$ cat src/rtl/vga_vblank_arbiter_if.sv
// rtl/vga_vblank_arbiter_if.sv - request/grant handshake bundle between frame-RAM requesters and the arbiter
interface vga_vblank_arbiter_if;
  logic [1:0] i_Req;
  logic [1:0] i_Done;
  logic [1:0] o_Grant;
  logic [1:0] o_Abort;

  // Requester side: drives requests and completion pulses, observes grants/aborts
  modport master (
    output i_Req,
    output i_Done,
    input  o_Grant,
    input  o_Abort
  );

  // Arbiter side
  modport slave (
    input  i_Req,
    input  i_Done,
    output o_Grant,
    output o_Abort
  );
endinterface

$ cat src/rtl/vga_vblank_arbiter.sv
// rtl/vga_vblank_arbiter.sv - vertical-blanking write-window arbiter with round-robin grant and frame counter
module vga_vblank_arbiter #(
  parameter int V_ACTIVE    = 480,
  parameter int V_TOTAL     = 525,
  parameter int GUARD_LINES = 2,
  parameter int MAX_HOLD    = 4096
) (
  input  logic                 Clk,
  input  logic                 Rst,
  input  logic [9:0]           i_VPos,
  vga_vblank_arbiter_if.slave  io_Arb,
  output logic                 o_WinOpen,
  output logic                 o_Busy,
  output logic                 o_FrameTick,
  output logic [7:0]           o_FrameCnt
);

  localparam logic [9:0]  L_WIN_FIRST = 10'(V_ACTIVE);
  localparam logic [9:0]  L_WIN_END   = 10'(V_TOTAL - GUARD_LINES);
  localparam logic [15:0] L_HOLD_LAST = 16'(MAX_HOLD - 1);

  typedef enum logic [1:0] {
    IDLE = 2'd0,
    OWN0 = 2'd1,
    OWN1 = 2'd2
  } state_t;

  state_t      r_state, w_state_nxt;
  logic        r_last, w_last_nxt;
  logic [15:0] r_hold, w_hold_nxt;
  logic [1:0]  r_abort, w_abort_nxt;
  logic        r_win, r_tick;
  logic [9:0]  r_vpos_prev;
  logic [7:0]  r_cnt;
  logic        w_win, w_tick, w_pick, w_own_idx;

  // Window and frame-start detection from the raw line number
  always_comb begin
    w_win  = (i_VPos >= L_WIN_FIRST) && (i_VPos < L_WIN_END);
    w_tick = (i_VPos == L_WIN_FIRST) && (r_vpos_prev != L_WIN_FIRST);
  end

  // Window flag, previous line sample, frame tick and frame counter
  always_ff @(posedge Clk or negedge Rst) begin
    if (!Rst) begin
      r_win       <= 1'b0;
      r_vpos_prev <= '0;
      r_tick      <= 1'b0;
      r_cnt       <= '0;
    end else begin
      r_win       <= w_win;
      r_vpos_prev <= i_VPos;
      r_tick      <= w_tick;
      if (w_tick) r_cnt <= r_cnt + 8'd1;
    end
  end

  // Grant selection: a lone request wins outright, a tie goes to whoever was not served last
  always_comb begin
    w_own_idx = (r_state == OWN1);
    if (io_Arb.i_Req == 2'b11) w_pick = ~r_last;
    else                       w_pick = ~io_Arb.i_Req[0];
  end

  // Next-state logic; normal release is checked first so it overrides a simultaneous forced release
  always_comb begin
    w_state_nxt = r_state;
    w_last_nxt  = r_last;
    w_hold_nxt  = r_hold;
    w_abort_nxt = 2'b00;
    case (r_state)
      IDLE: begin
        if (r_win && (|io_Arb.i_Req)) begin
          w_state_nxt = w_pick ? OWN1 : OWN0;
          w_last_nxt  = w_pick;
          w_hold_nxt  = '0;
        end
      end
      OWN0, OWN1: begin
        if (io_Arb.i_Done[w_own_idx] || !io_Arb.i_Req[w_own_idx]) begin
          w_state_nxt = IDLE;
        end else if (!r_win || (r_hold == L_HOLD_LAST)) begin
          w_state_nxt            = IDLE;
          w_abort_nxt[w_own_idx] = 1'b1;
        end else if (r_hold != 16'hFFFF) begin
          w_hold_nxt = r_hold + 16'd1;
        end
      end
      default: w_state_nxt = IDLE;
    endcase
  end

  // FSM state, last-served pointer, hold counter and abort pulse registers
  always_ff @(posedge Clk or negedge Rst) begin
    if (!Rst) begin
      r_state <= IDLE;
      r_last  <= 1'b1;
      r_hold  <= '0;
      r_abort <= 2'b00;
    end else begin
      r_state <= w_state_nxt;
      r_last  <= w_last_nxt;
      r_hold  <= w_hold_nxt;
      r_abort <= w_abort_nxt;
    end
  end

  assign io_Arb.o_Grant = {r_state == OWN1, r_state == OWN0};
  assign io_Arb.o_Abort = r_abort;
  assign o_Busy         = |io_Arb.o_Grant;
  assign o_WinOpen      = r_win;
  assign o_FrameTick    = r_tick;
  assign o_FrameCnt     = r_cnt;

endmodule

$ cat src/flat_wrapper.sv
// flat-port wrapper written by rule: the top's interface ports become plain ports
module vga_vblank_arbiter_flat 
#(
  parameter int V_ACTIVE    = 480,
  parameter int V_TOTAL     = 525,
  parameter int GUARD_LINES = 2,
  parameter int MAX_HOLD    = 4096
)
  (Clk, Rst, i_VPos, o_WinOpen, o_Busy, o_FrameTick, o_FrameCnt, io_Arb_i_Req, io_Arb_i_Done, io_Arb_o_Grant, io_Arb_o_Abort);
  vga_vblank_arbiter_if io_Arb_i ();
  input  logic Clk;
  input  logic Rst;
  input  logic [9:0] i_VPos;
  output logic o_WinOpen;
  output logic o_Busy;
  output logic o_FrameTick;
  output logic [7:0] o_FrameCnt;
  input wire logic [$bits(io_Arb_i.i_Req)-1:0] io_Arb_i_Req;
  input wire logic [$bits(io_Arb_i.i_Done)-1:0] io_Arb_i_Done;
  output wire logic [$bits(io_Arb_i.o_Grant)-1:0] io_Arb_o_Grant;
  output wire logic [$bits(io_Arb_i.o_Abort)-1:0] io_Arb_o_Abort;
  assign io_Arb_i.i_Req = io_Arb_i_Req;
  assign io_Arb_i.i_Done = io_Arb_i_Done;
  assign io_Arb_o_Grant = io_Arb_i.o_Grant;
  assign io_Arb_o_Abort = io_Arb_i.o_Abort;
  vga_vblank_arbiter #(.V_ACTIVE(V_ACTIVE), .V_TOTAL(V_TOTAL), .GUARD_LINES(GUARD_LINES), .MAX_HOLD(MAX_HOLD)) u_core (.Clk(Clk), .Rst(Rst), .i_VPos(i_VPos), .io_Arb(io_Arb_i), .o_WinOpen(o_WinOpen), .o_Busy(o_Busy), .o_FrameTick(o_FrameTick), .o_FrameCnt(o_FrameCnt));
endmodule
$ cat config.mk
export PLATFORM = sky130hd
export DESIGN_NAME = vga_vblank_arbiter_flat
export DESIGN_NICKNAME = d
export VERILOG_FILES = /design/src/rtl/vga_vblank_arbiter_if.sv /design/src/rtl/vga_vblank_arbiter.sv /design/src/flat_wrapper.sv
export SDC_FILE = /design/constraint.sdc
export NUM_CORES = 1
export LEC_CHECK = 0
export ABC_AREA = 1
export ABC_CLOCK_PERIOD_IN_PS = 3250
export CAP_MARGIN = 10
export CORE_UTILIZATION = 55
export DETAILED_ROUTE_END_ITERATION = 8
export PLACE_DENSITY_LB_ADDON = 0.1
export SKIP_LAST_GASP = 1
export SYNTH_ARGS = -nofsm -noshare
export SYNTH_HDL_FRONTEND = slang
export SYNTH_SLANG_ARGS = --single-unit
$ cat constraint.sdc
create_clock -name Clk -period 3.25 [get_ports Clk]
set_input_delay 0.65 -clock Clk [delete_from_list [all_inputs] [get_ports Clk]]
set_output_delay 0.65 -clock Clk [all_outputs]
set_load 0.1 [all_outputs]
# [Yosys cells after proc, flatten, opt, wreduce, memory -nomap -nowiden]
# Cells that the tools add are included.
[classes] n_addsub=2 eq_ne=12 n_bitwise=2 n_reduce_logical=15 order_cmp=4 n_mux=20
[ops] op="$mux W16" n=4
[ops] op="$pmux W16 S2" n=1
[ops] op="$add A16 B1 Y16 const B" n=1
[ops] op="$eq A16 B12 Y1 const B" n=1
[ops] op="$ne A16 B16 Y1 const B" n=1
[ops] op="$mux W2" n=7
[ops] op="$eq A10 B9 Y1 const B" n=1
[ops] op="$ge A10 B9 Y1 const B" n=1
[ops] op="$lt A10 B10 Y1 const B" n=1
[ops] op="$ne A10 B9 Y1 const B" n=1
[ops] op="$add A8 B1 Y8 const B" n=1
[ops] op="$mux W1" n=6
[ops] op="$reduce_and A5 Y1" n=1
[ops] op="$eq A2 B2 Y1 const B" n=2
[ops] op="$logic_and A1 B1 Y1" n=4
[ops] op="$ne A2 B1 Y1 const B" n=2
[ops] op="$ne A2 B2 Y1 const B" n=2
[ops] op="$pmux W2 S2" n=1
[ops] op="$reduce_and A2 Y1" n=2
[ops] op="$reduce_or A2 Y1" n=2
[ops] op="$ne A3 B1 Y1 const B" n=1
[ops] op="$eq A2 B1 Y1 const B" n=1
[ops] op="$logic_not A1 Y1" n=2
[ops] op="$logic_not A2 Y1" n=1
[ops] op="6 further kinds" n=8
[totals] register_bits=41 in_bits=16

# [Longest topological paths before layout]
[depth] depth_word=8 depth_mapped=12

# [Least setup slack after synthesis]
# Ideal clock, no wire load.
[synth_path] path_type="flip-flop to flip-flop" start="reg u_core.r_state[0]" end="reg u_core.r_hold[5]" period_less_slack_ns=2.215 setup_time_ns=0.065 stages_incl_launch_ff=9 arrival_time_ns=2.149 n_path_buf=2 path_slack_ns=1.035 path_cell_list="dfrtp_1 inv_1 ha_1 buf_6 clkbuf_1 o21ai_0 nor2_1 nand3_1 nand2_1"
[synth_lines] element="start: declaration" line_no="vga_vblank_arbiter.sv:28" rtl="state_t r_state, w_state_nxt;"
[synth_lines] element="start signal: assignment" line_no="vga_vblank_arbiter.sv:101" rtl="r_state <= w_state_nxt;"
[synth_lines] element="$eq A2 B1 Y1 or $eq A2 B2 Y1 (tied branches)"
[synth_lines] element="$reduce_or A2 Y1 *"
[synth_lines] element="via o_Busy" line_no="flat_wrapper.sv:15" rtl="output logic o_Busy;"
[synth_lines] element="$ne A2 B2 Y1 (no source line), or another cell as far along"
[synth_lines] element="$reduce_and A5 Y1 (no source line)"
[synth_lines] element="end signal: assignment" line_no="vga_vblank_arbiter.sv:103" rtl="r_hold <= w_hold_nxt;"
[synth_lines] element="end: declaration" line_no="vga_vblank_arbiter.sv:30" rtl="logic [15:0] r_hold, w_hold_nxt;"
# The timed path passes the listed nets; every way through them passes the cells marked *. The select of a mux whose other input is x is not followed.
# A chain may end at the register's enable or synchronous reset.

# [Worst setup path after layout]
[layout_path] start="reg u_core.r_state[0]" end="out o_Busy"
[layout_between] elab_chain_len=2
[layout_rtl] element="$eq A2 B1 Y1 or $eq A2 B2 Y1 (tied branches)" line_no="vga_vblank_arbiter.sv:108" rtl="assign io_Arb.o_Grant = {r_state == OWN1, r_state == OWN0};"
[layout_rtl] element="$reduce_or A2 Y1 *" line_no="vga_vblank_arbiter.sv:110" rtl="assign o_Busy = |io_Arb.o_Grant;"
[layout_rtl] element="end: declaration" line_no="flat_wrapper.sv:15"
# Mark *: on every way between the ends. The rest lies on a longest branch, timed or not.

==> flow_metrics.py <==
metrics = {
    "worst_setup_path": {
        "start_kind": "flop",
        "critical_path_peak_fanout": 17,
        "worstSetupPathType": "reg2out",
        "reg2reg_to": "u_core.r_hold[4]",
        "ff2ff_path_depth": 10,
        "reg2reg_from": "u_core.r_hold[0]",
        "startpoint": "u_core.r_state[0]",
        "endpoint_kind": "primary output",
        "required_ns": 2.60,
        "cp.arrival_ns": 1.62,
        "crit_end": "o_Busy",
        "ff2ff_setup_slack_ns": 1.36,
    },
    "floorplan": {
        "core-area_mm2": 0.00412,
        "die_h_um": 68.4,
        "dieWidth_um": 68.4,
        "io_pins": 31,
        "initial_core_util_pct": 58.9,
        "dieArea_mm2": 0.00468,
        "rows": 23,
    },
    "cts": {
        "cts_buffers": 5,
        "cts_tree": "built",
        "htreeDepth": 2,
        "postCtsSetupBuffers": 0,
        "clockRootBuffer": "clkbuf_8",
        "clk_pin_slew_ns": 0.07,
        "cts_resized": 0,
        "clock-sinks": 41,
        "clock_latency_ns": 0.29,
        "cts_hold_buf": 0,
        "clock_path_buffers": 2,
    },
    "finish": {
        "n_fill_cell": 343,
        "multiInputGateArea_mm2": 0.00121,
        "fin_nets": 368,
        "final_layout_size_suffix_gt1_share_pct": 15.0,
        "regArea_mm2": 0.00103,
        "final_core_util_pct": 67.6,
        "diodes": 0,
        "syn2layout_area_growth_pct": 14.8,
    },
    "yosys": {
        "avgSynthCellArea_um2": 7.72,
        "yosys_warnings": 0,
        "netlist.top_cell.by_area": "dfrtp_1",
        "synth_cell_type_count": 35,
        "synth-edff-count": 0,
        "yosysMostFrequentCell": "nand2_1",
        "synth_cells": 314,
        "async_reset_ff_share_pct": 100,
        "ys_ff_latch": 41,
        "synth_area_leaders": "dfrtp_1 41%, nand2_1 15%, nand3_1 6.2%",
        "syn_area_mm2": 0.00242,
        "ys_seq_area_share_pct": 42.4,
        "netlist.area_leader.share_pct": 41.3,
        "synth_ff_type": "dfrtp_1",
        "synth_commonest_cells": "94 x nand2_1, 40 x dfrtp_1, 35 x nor2_1",
        "synth_fp_nets": 336,
    },
    "status": {
        "outcome": "finished clean",
    },
    "power_and_ir_drop": {
        "power.density_mw_per_mm2": 503,
        "leakage_nw": 1.38,
        "ir_drop_mv": 0.418,
        "fin_total_pwr_mw": 1.40,
    },
    "sta": {
        "slew_viol_final": 0,
        "rsz0062_at_grt": "false",
        "finalCritPeriodShare_pct": 69.9,
        "setup_viol": 0,
        "holdWs_ns": 0.478,
        "fmax_mhz": 440,
        "max-slew-margin-rel_pct": 40.4,
        "fin_crit_ns": 2.27,
        "fin_skew_ns": 0.00742,
        "hold_viol_final": 0,
        "worst_pin_slew_ns": 0.894,
        "setup-tns-final_ns": 0,
    },
    "hold_path": {
        "min_path_type": "in2async",
    },
    "route": {
        "vias_per_cell": 4.99,
        "wl_met1_um": 2130,
        "dr_wl_met3_um": 140,
        "dr.pass1.iters": 4,
        "vias": 1982,
        "drtIter0Drc": 134,
        "routedWlPerCell_um": 11.4,
        "wl_um": 4540,
        "wl_met2_um": 2180,
        "drc": 0,
        "highest_layer": "met4",
        "ant_nets": 0,
    },
    "placement": {
        "portBuffers": 30,
        "hpwl_um": 3330,
        "gp_congestion": 0.801,
    },
    "global_routing": {
        "grt_pass1_vias": 1799,
        "grt_pass1_wl_um": 7610,
        "globalRouteTotalUtil_pct": 22.2,
        "antenna_found_initial": 0,
        "grt_max_degree": 42,
        "grt_remaining_overflow": 0,
    },
    "run": {
        "drv_cap": 0,
    },
}
[where the power goes]
group,internal [mW],switching [mW],leakage (nW)
logic,0.130,0.385,0.790
clock network,0.148,0.173,0.0439
registers,0.543,0.0229,0.543
[worst max-delay path, cell delays in order (launching register included)]
cell	delay (ns)
dfrtp_1	0.40
inv_1	0.08
ha_1	0.27
buf_4	0.25
buf_4	0.34
[cells in the final DEF (no fill, tap or decap), types with 6 or more instances in the layout]
master	count
nand3_1	30
inv_1	31
dfrtp_1	40
a21oi_1	8
ha_1	6
nand2_2	8
nand4_1	7
clkdlybuf4s50_1	14
buf_4	16
nand2_1	94
nor2_1	35
[sequential cells by signal, indices dropped and copies added (netlist names)]
name,cells
u_core.io_Arb.o_Abort,2
u_core.o_FrameCnt,8
u_core.o_FrameTick,1
u_core.o_WinOpen,1
u_core.r_hold,16
u_core.r_last,1
u_core.r_state,2
u_core.r_vpos_prev,10
[layer usage]
metal	track usage [%]	up-vias
li1	-	1057
met1	26.4	889
met2	39.3	29
met3	5.00	7
met4	7.03	0
met5	0	-
[cells by family after synthesis]
family / Yosys count / share of synthesized area [%]
simple gates: 201 / 39.7
compound gates: 18 / 4.39
xor+xnor: 8 / 2.89
buf+inv: 40 / 7.53
flops: 41 / 42.4
fa+ha+maj: 6 / 3.10
[cell type report]
| cell class | count | area share (%) |
|---|---|---|
| Multi-Input combinational cell | 233 | 43.6 |
| Clock buffer | 5 | 2.47 |
| Sequential cell | 41 | 36.9 |
| Inverter | 34 | 4.58 |
| Timing Repair Buffer | 31 | 9.53 |
| Clock inverter | 3 | 0.629 |
| Tap cell | 50 | 2.25 |
[worst min-delay path by stage]
stage | end | cells after the start
after floorplan | u_core.io_Arb.o_Abort[0] | 0
after global placement | u_core.r_last | 2
after detailed placement | u_core.r_last | 2
after CTS | u_core.r_last | 2
after global routing | u_core.r_last | 2
final | u_core.r_hold[14] | 1
[metrics by stage]
| stage | cell area, µm² | instances | setup slack, ns |
|---|---|---|---|
| final | 2780 | 397 | 0.980 |
| after global routing | 2780 | 397 | 0.849 |
| after CTS | 2780 | 397 | 0.962 |
| after detailed placement | 2700 | 389 | 0.912 |
| after global placement | 2700 | 389 | 0.941 |
| after floorplan | 2420 | 314 | 1.04 |
Note: power is estimated with default switching activity, not from simulation.
==> RTL edit 1, RTL diff (same settings) <==
Reset style: synchronous (`Rst`), changed in 2 clocked blocks.
--- a/src/rtl/vga_vblank_arbiter.sv
+++ b/src/rtl/vga_vblank_arbiter.sv
@@ -42,5 +42,5 @@
 
   // Window flag, previous line sample, frame tick and frame counter
-  always_ff @(posedge Clk or negedge Rst) begin
+  always_ff @(posedge Clk) begin
     if (!Rst) begin
       r_win       <= 1'b0;
@@ -92,5 +92,5 @@
 
   // FSM state, last-served pointer, hold counter and abort pulse registers
-  always_ff @(posedge Clk or negedge Rst) begin
+  always_ff @(posedge Clk) begin
     if (!Rst) begin
       r_state <= IDLE;
Check against the original RTL: differs if Rst is asserted again (counterexample within 4 cycles, from zero or initial values and one cycle with Rst low); with Rst held inactive, the same outputs for 10 cycles.
==> RTL edit 1 against the original RTL <==
Wire length rose by 8.4%. Highest routed layer unchanged. Maximum frequency fell by 3.2%. Sequential cell count did not move. Utilization rose by 0.49 points. Design area fell by 1.4%. Critical path type unchanged. Worst setup slack got worse by 74 ps. Synthesized area fell by 3.9%. Critical endpoint unchanged.
Power is not compared: it rests on default switching activity, and its combinational part moved more than twofold at a synthesized area within 25%.
==> RTL edit 1: results (changes against the original RTL) <==
Synthesis
  • Synth Net Count: 368 (+9.5%)
  • Post-Syn Area per Cell: 6.72 um^2 (-13%)
  • Yosys warnings: 0 (unchanged)
  • Top FF cell, synth: dfxtp_1
  • Synth top area cells: dfxtp_1, nand2_1, inv_1
  • Seq/Total Area, Yosys: 35.2% (-7.2 points)
  • Synth cell types: 29 (-17%)
  • Async SR Flop Fraction: 0% (-100 points)
  • Top cells by count, synth: nand2_1, inv_1, dfxtp_1, nor2_1

Placed design
  • Placement Cell Area: 2630 um^2 (-2.7%)
  • Place WS: 893 ps (-19.1 ps)
  • Post-DP HPWL: 3620 um (+8.8%)
  • Final GP Congestion: 0.849 (+6.0%)
  • Placed Instances: 421 (+8.2%)

Routing
  • Met2 wire len: 2240 um (+2.5%)
  • DR WL/cell: 11.5 um (+0.31%)
  • Drt total wl: 4920 um (+8.4%)
  • Wire length on met3: 272 um (+94%)
  • Drt initial violations: 79 (-41%)
  • Vias per cell: 5.16 (+3.4%)
  • Remaining antenna violation count: 0 (unchanged)
  • Highest routing layer actually used: met4
  • Routed length on met1: 2310 um (+8.6%)

Critical path
  • Top Family by Delay on Critical Path: adder cells
  • CP arrival: 1690 ps (+70 ps)
  • Critical Path Slowest Stage Cell: ha_1
  • CP max stage delay: 570 ps (+170 ps)
  • Worst-path maximum fanout: 11 (-6)

Clock tree
  • Clk slew on worst S/H paths: 80 ps
  • Latest clock arrival within the worst-skew pair: 300 ps

STA
  • Worst Skew: 4.06 ps (-3.35 ps)
  • Tightest Pin Transition: 662 ps (-232 ps)

GRT
  • Total track usage: 24.1% (+1.8 points)
  • Largest net degree at the start of global routing: 19 (-55%)
  • Number of global-route vias before repair: 1872 (+4.1%)
  • Global-route wire length before repair: 8090 um (+6.3%)

Layout
  • # diodes: 0 (unchanged)
  • # nets final: 399 (+8.4%)
  • Share of post-route cells with drive strength above 1: 11.6% (-3.4 points)
  • Filler instances: 360 (+5.0%)

Pwr
  • Max rail drop VDD: 0.263 mV
  • Int Pwr: 0.812 mW

Worst hold path
  • Worst min path class: reg -> reg

Status
  • Status: complete, no violations
==> RTL edit 1: cell families (layout without fill, tap and decap cells) <==
family | after synthesis | in the layout | synth area share (%)
and+or+nand+nor | 191 | 191 | 37.1
buffers and inverters | 64 | 96 | 11.2
xor gates and xnor gates | 11 | 11 | 4.13
adders and majority gates | 5 | 5 | 2.68
DFF | 41 | 41 | 35.2
AOI/OAI and AO/OA | 35 | 35 | 9.66
==> RTL edit 1: routing by layer <==
layer  track usage (%)  vias up
met5                 0        -
met4              11.4        0
met2              39.6       58
met3              5.65        9
li1                  -     1167
met1              29.2      981
==> RTL edit 1: layout make-up <==
cell class / instances / area (um^2) / share of cell area (%)
Inverter: 55 / 206 / 7.52
Timing Repair Buffer: 33 / 285 / 10.4
Clock inverter: 2 / 37.5 / 1.37
Multi-Input combinational cell: 242 / 1250 / 45.5
Clock buffer: 6 / 82.6 / 3.01
Sequential cell: 41 / 821 / 29.9
Tap cell: 50 / 62.6 / 2.28
==> RTL edit 1: final timing paths <==
path / startpoint / endpoint / slack, ps / cells after the start
worst max register to register: u_core.r_state[0] / u_core.r_hold[4] / 1080 / 6
worst min register to register: u_core.r_last / u_core.r_last / 460 / 2
worst max-delay path: u_core.r_state[0] / o_Busy / 910 / 3
worst min-delay path: u_core.r_last / u_core.r_last / 460 / 2
==> RTL edit 1: power groups by stage <==
stage	Combinational [mW]	Sequential, mW	Clock, mW
3_5_place_dp	0.128	0.541	0
4_1_cts	0.128	0.529	0.444
2_1_floorplan	0.0831	0.542	0
5_1_grt	0.143	0.531	0.462
6_report	0.127	0.529	0.439
3_3_place_gp	0.126	0.540	0
==> RTL edit 1: worst reg2reg max path, cell delays in order, from the launching register on <==
cell     delay, ps
dfxtp_1        370
inv_1           80
ha_1           570
nor2_1         150
nor2_1         550
nand4_1        220
a21oi_2        170
==> RTL edit 2, RTL diff (config.mk and constraints unchanged) <==
Made on the original files. `MAX_HOLD` is set to 4096 in 2 places; all go to 2048.
--- a/src/rtl/vga_vblank_arbiter.sv
+++ b/src/rtl/vga_vblank_arbiter.sv
@@ -4,5 +4,5 @@
   parameter int V_TOTAL     = 525,
   parameter int GUARD_LINES = 2,
-  parameter int MAX_HOLD    = 4096
+  parameter int MAX_HOLD    = 2048
 ) (
   input  logic                 Clk,
--- a/src/flat_wrapper.sv
+++ b/src/flat_wrapper.sv
@@ -5,5 +5,5 @@
   parameter int V_TOTAL     = 525,
   parameter int GUARD_LINES = 2,
-  parameter int MAX_HOLD    = 4096
+  parameter int MAX_HOLD    = 2048
 )
   (Clk, Rst, i_VPos, o_WinOpen, o_Busy, o_FrameTick, o_FrameCnt, io_Arb_i_Req, io_Arb_i_Done, io_Arb_o_Grant, io_Arb_o_Abort);
Formal check against the unedited RTL: no difference found for any inputs over 10 cycles, from zero or initial values and one cycle with Rst low; that may be too few to reach the edited logic, so the function may still have changed.
==> RTL edit 2 against the original RTL <==
Design area decreased by 1.5%. Non-clock buffer count decreased by 1. Clock skew about the same. Wire length decreased by 3.5%. Synthesized area decreased by 2.7%. Register-to-register slack got worse by 130 ps. Sequential cell count unchanged. Worst setup slack got worse by 200 ps. Sequential share of layout area increased by 0.57 points. Power increased by 17%. Critical path type unchanged. Largest power group is now combinational cells. Highest routed layer unchanged.
==> RTL edit 2: results (changes against the original RTL) <==
Status
  • Status: complete, no violations

Placed design
  • Place WS: 800 ps (-112 ps)
  • Post-DP HPWL: 3120 um (-6.4%)
  • Placement Cell Area: 2640 um^2 (-2.2%)
  • Final GP Congestion: 0.834 (+4.1%)
  • Placed Instances: 382 (-1.8%)

Critical path
  • CP arrival: 1820 ps (+200 ps)
  • CP Launch Point: u_core.r_state[1]
  • Critical Path Slowest Stage Cell: ha_1
  • R2r startpoint: u_core.r_state[1]
  • Top Family by Delay on Critical Path: adder cells
  • Internal reg-to-reg setup slack: 1230 ps (-130 ps)
  • CP max stage delay: 660 ps (+260 ps)
  • Reg2reg end: u_core.r_hold[9]
  • Worst-path maximum fanout: 14 (-3)
  • Worst r2r path cells: 8 (-2)

Routing
  • Drt total wl: 4380 um (-3.5%)
  • DRC viols: 0 (unchanged)
  • Drt initial violations: 114 (-15%)
  • Vias per cell: 5.13 (+2.8%)

Layout
  • Seq Cell Count: 41 (unchanged)
  • Clkbuf count: 5 (unchanged)
  • Reg area: 1030 um^2 (unchanged)
  • Proportion of cell area occupied by multi-input gates: 41.7% (-1.9 points)
  • Share of post-route cells with drive strength above 1: 11.8% (-3.2 points)
  • Reg with most FFs: u_core.r_hold
  • Filler instances: 352 (+2.6%)
  • Number of flip-flops in the largest register: 16 (unchanged)
  • Data buffer area share: 9.40% (-0.13 points)
  • # nets final: 361 (-1.9%)
  • Non-clock inverters: 39 (+15%)
  • Multi-Input Combinational: 222 (-4.7%)
  • Non-Filler Instances: 389 (-2.0%)
  • Buffers excl. clock: 30 (-3.2%)
  • Clock Network Area Fraction: 3.79% (+0.69 points)

Floorplan
  • # rows: 23 (unchanged)

Synthesis
  • Async SR Flop Fraction: 100% (unchanged)
  • Seq/Total Area, Yosys: 43.6% (+1.2 points)
  • Synth top area cells: dfrtp_1, nand2_1, nor2_1
  • Synth Net Count: 330 (-1.8%)
  • Synth cell types: 33 (-5.7%)
  • Syn Inst Count: 308 (-1.9%)
  • Top cells by count, synth: nand2_1, dfrtp_1, nor2_1

GRT
  • Number of global-route vias before repair: 1771 (-1.6%)
  • Initial antenna violation count: 0 (unchanged)
  • Global-route wire length before repair: 7780 um (+2.2%)
  • Largest net degree at the start of global routing: 42 (unchanged)
  • Total track usage: 22.9% (+0.67 points)

Pwr
  • Max rail drop VDD: 0.304 mV (-27%)
  • Int Pwr: 0.935 mW (+14%)
  • Leak pwr: 1.36 nW (-1.1%)
  • Power per Cell Area: 600 nW/um^2 (+19%)

Clock tree
  • H-tree levels: 2 (unchanged)
  • Clk slew on worst S/H paths: 80 ps
  • Latest clock arrival within the worst-skew pair: 300 ps
  • # Post-CTS Setup Buffers: 0 (unchanged)

STA
  • Worst Skew: 7.18 ps (-0.239 ps)
  • Max Freq: 0.404 GHz (-8.2%)
  • Hold_ws: 466 ps (-11.9 ps)
  • Tightest Pin Transition: 879 ps (-14.9 ps)
[RTL edit 2: metal layers]
metal | routed length, um | up-vias | track usage, %
li1 | - | 1026 | -
met1 | 2020 | 928 | 29.2
met2 | 2120 | 37 | 37.9
met3 | 161 | 5 | 4.56
met4 | 76 | 0 | 8.78
met5 | 0 | - | 0
[RTL edit 2: power groups by stage]
stage	sequential [mW]	combinational (mW)	clock, mW
2_1_floorplan	0.641	0.507	0
3_3_place_gp	0.596	0.657	0
3_5_place_dp	0.599	0.664	0
4_1_cts	0.588	0.665	0.406
5_1_grt	0.594	0.725	0.426
6_report	0.588	0.662	0.394
[RTL edit 2: logic make-up after synthesis]
logic type | count (synthesis) | synth area share (%)
AO/OA/AOI/OAI | 25 | 6.37
XOR/XNOR | 10 | 3.71
adder cells (fa/ha/maj) | 6 | 3.18
buffers and inverters | 45 | 7.96
flip-flops | 41 | 43.6
AND/OR/NAND/NOR | 181 | 35.2
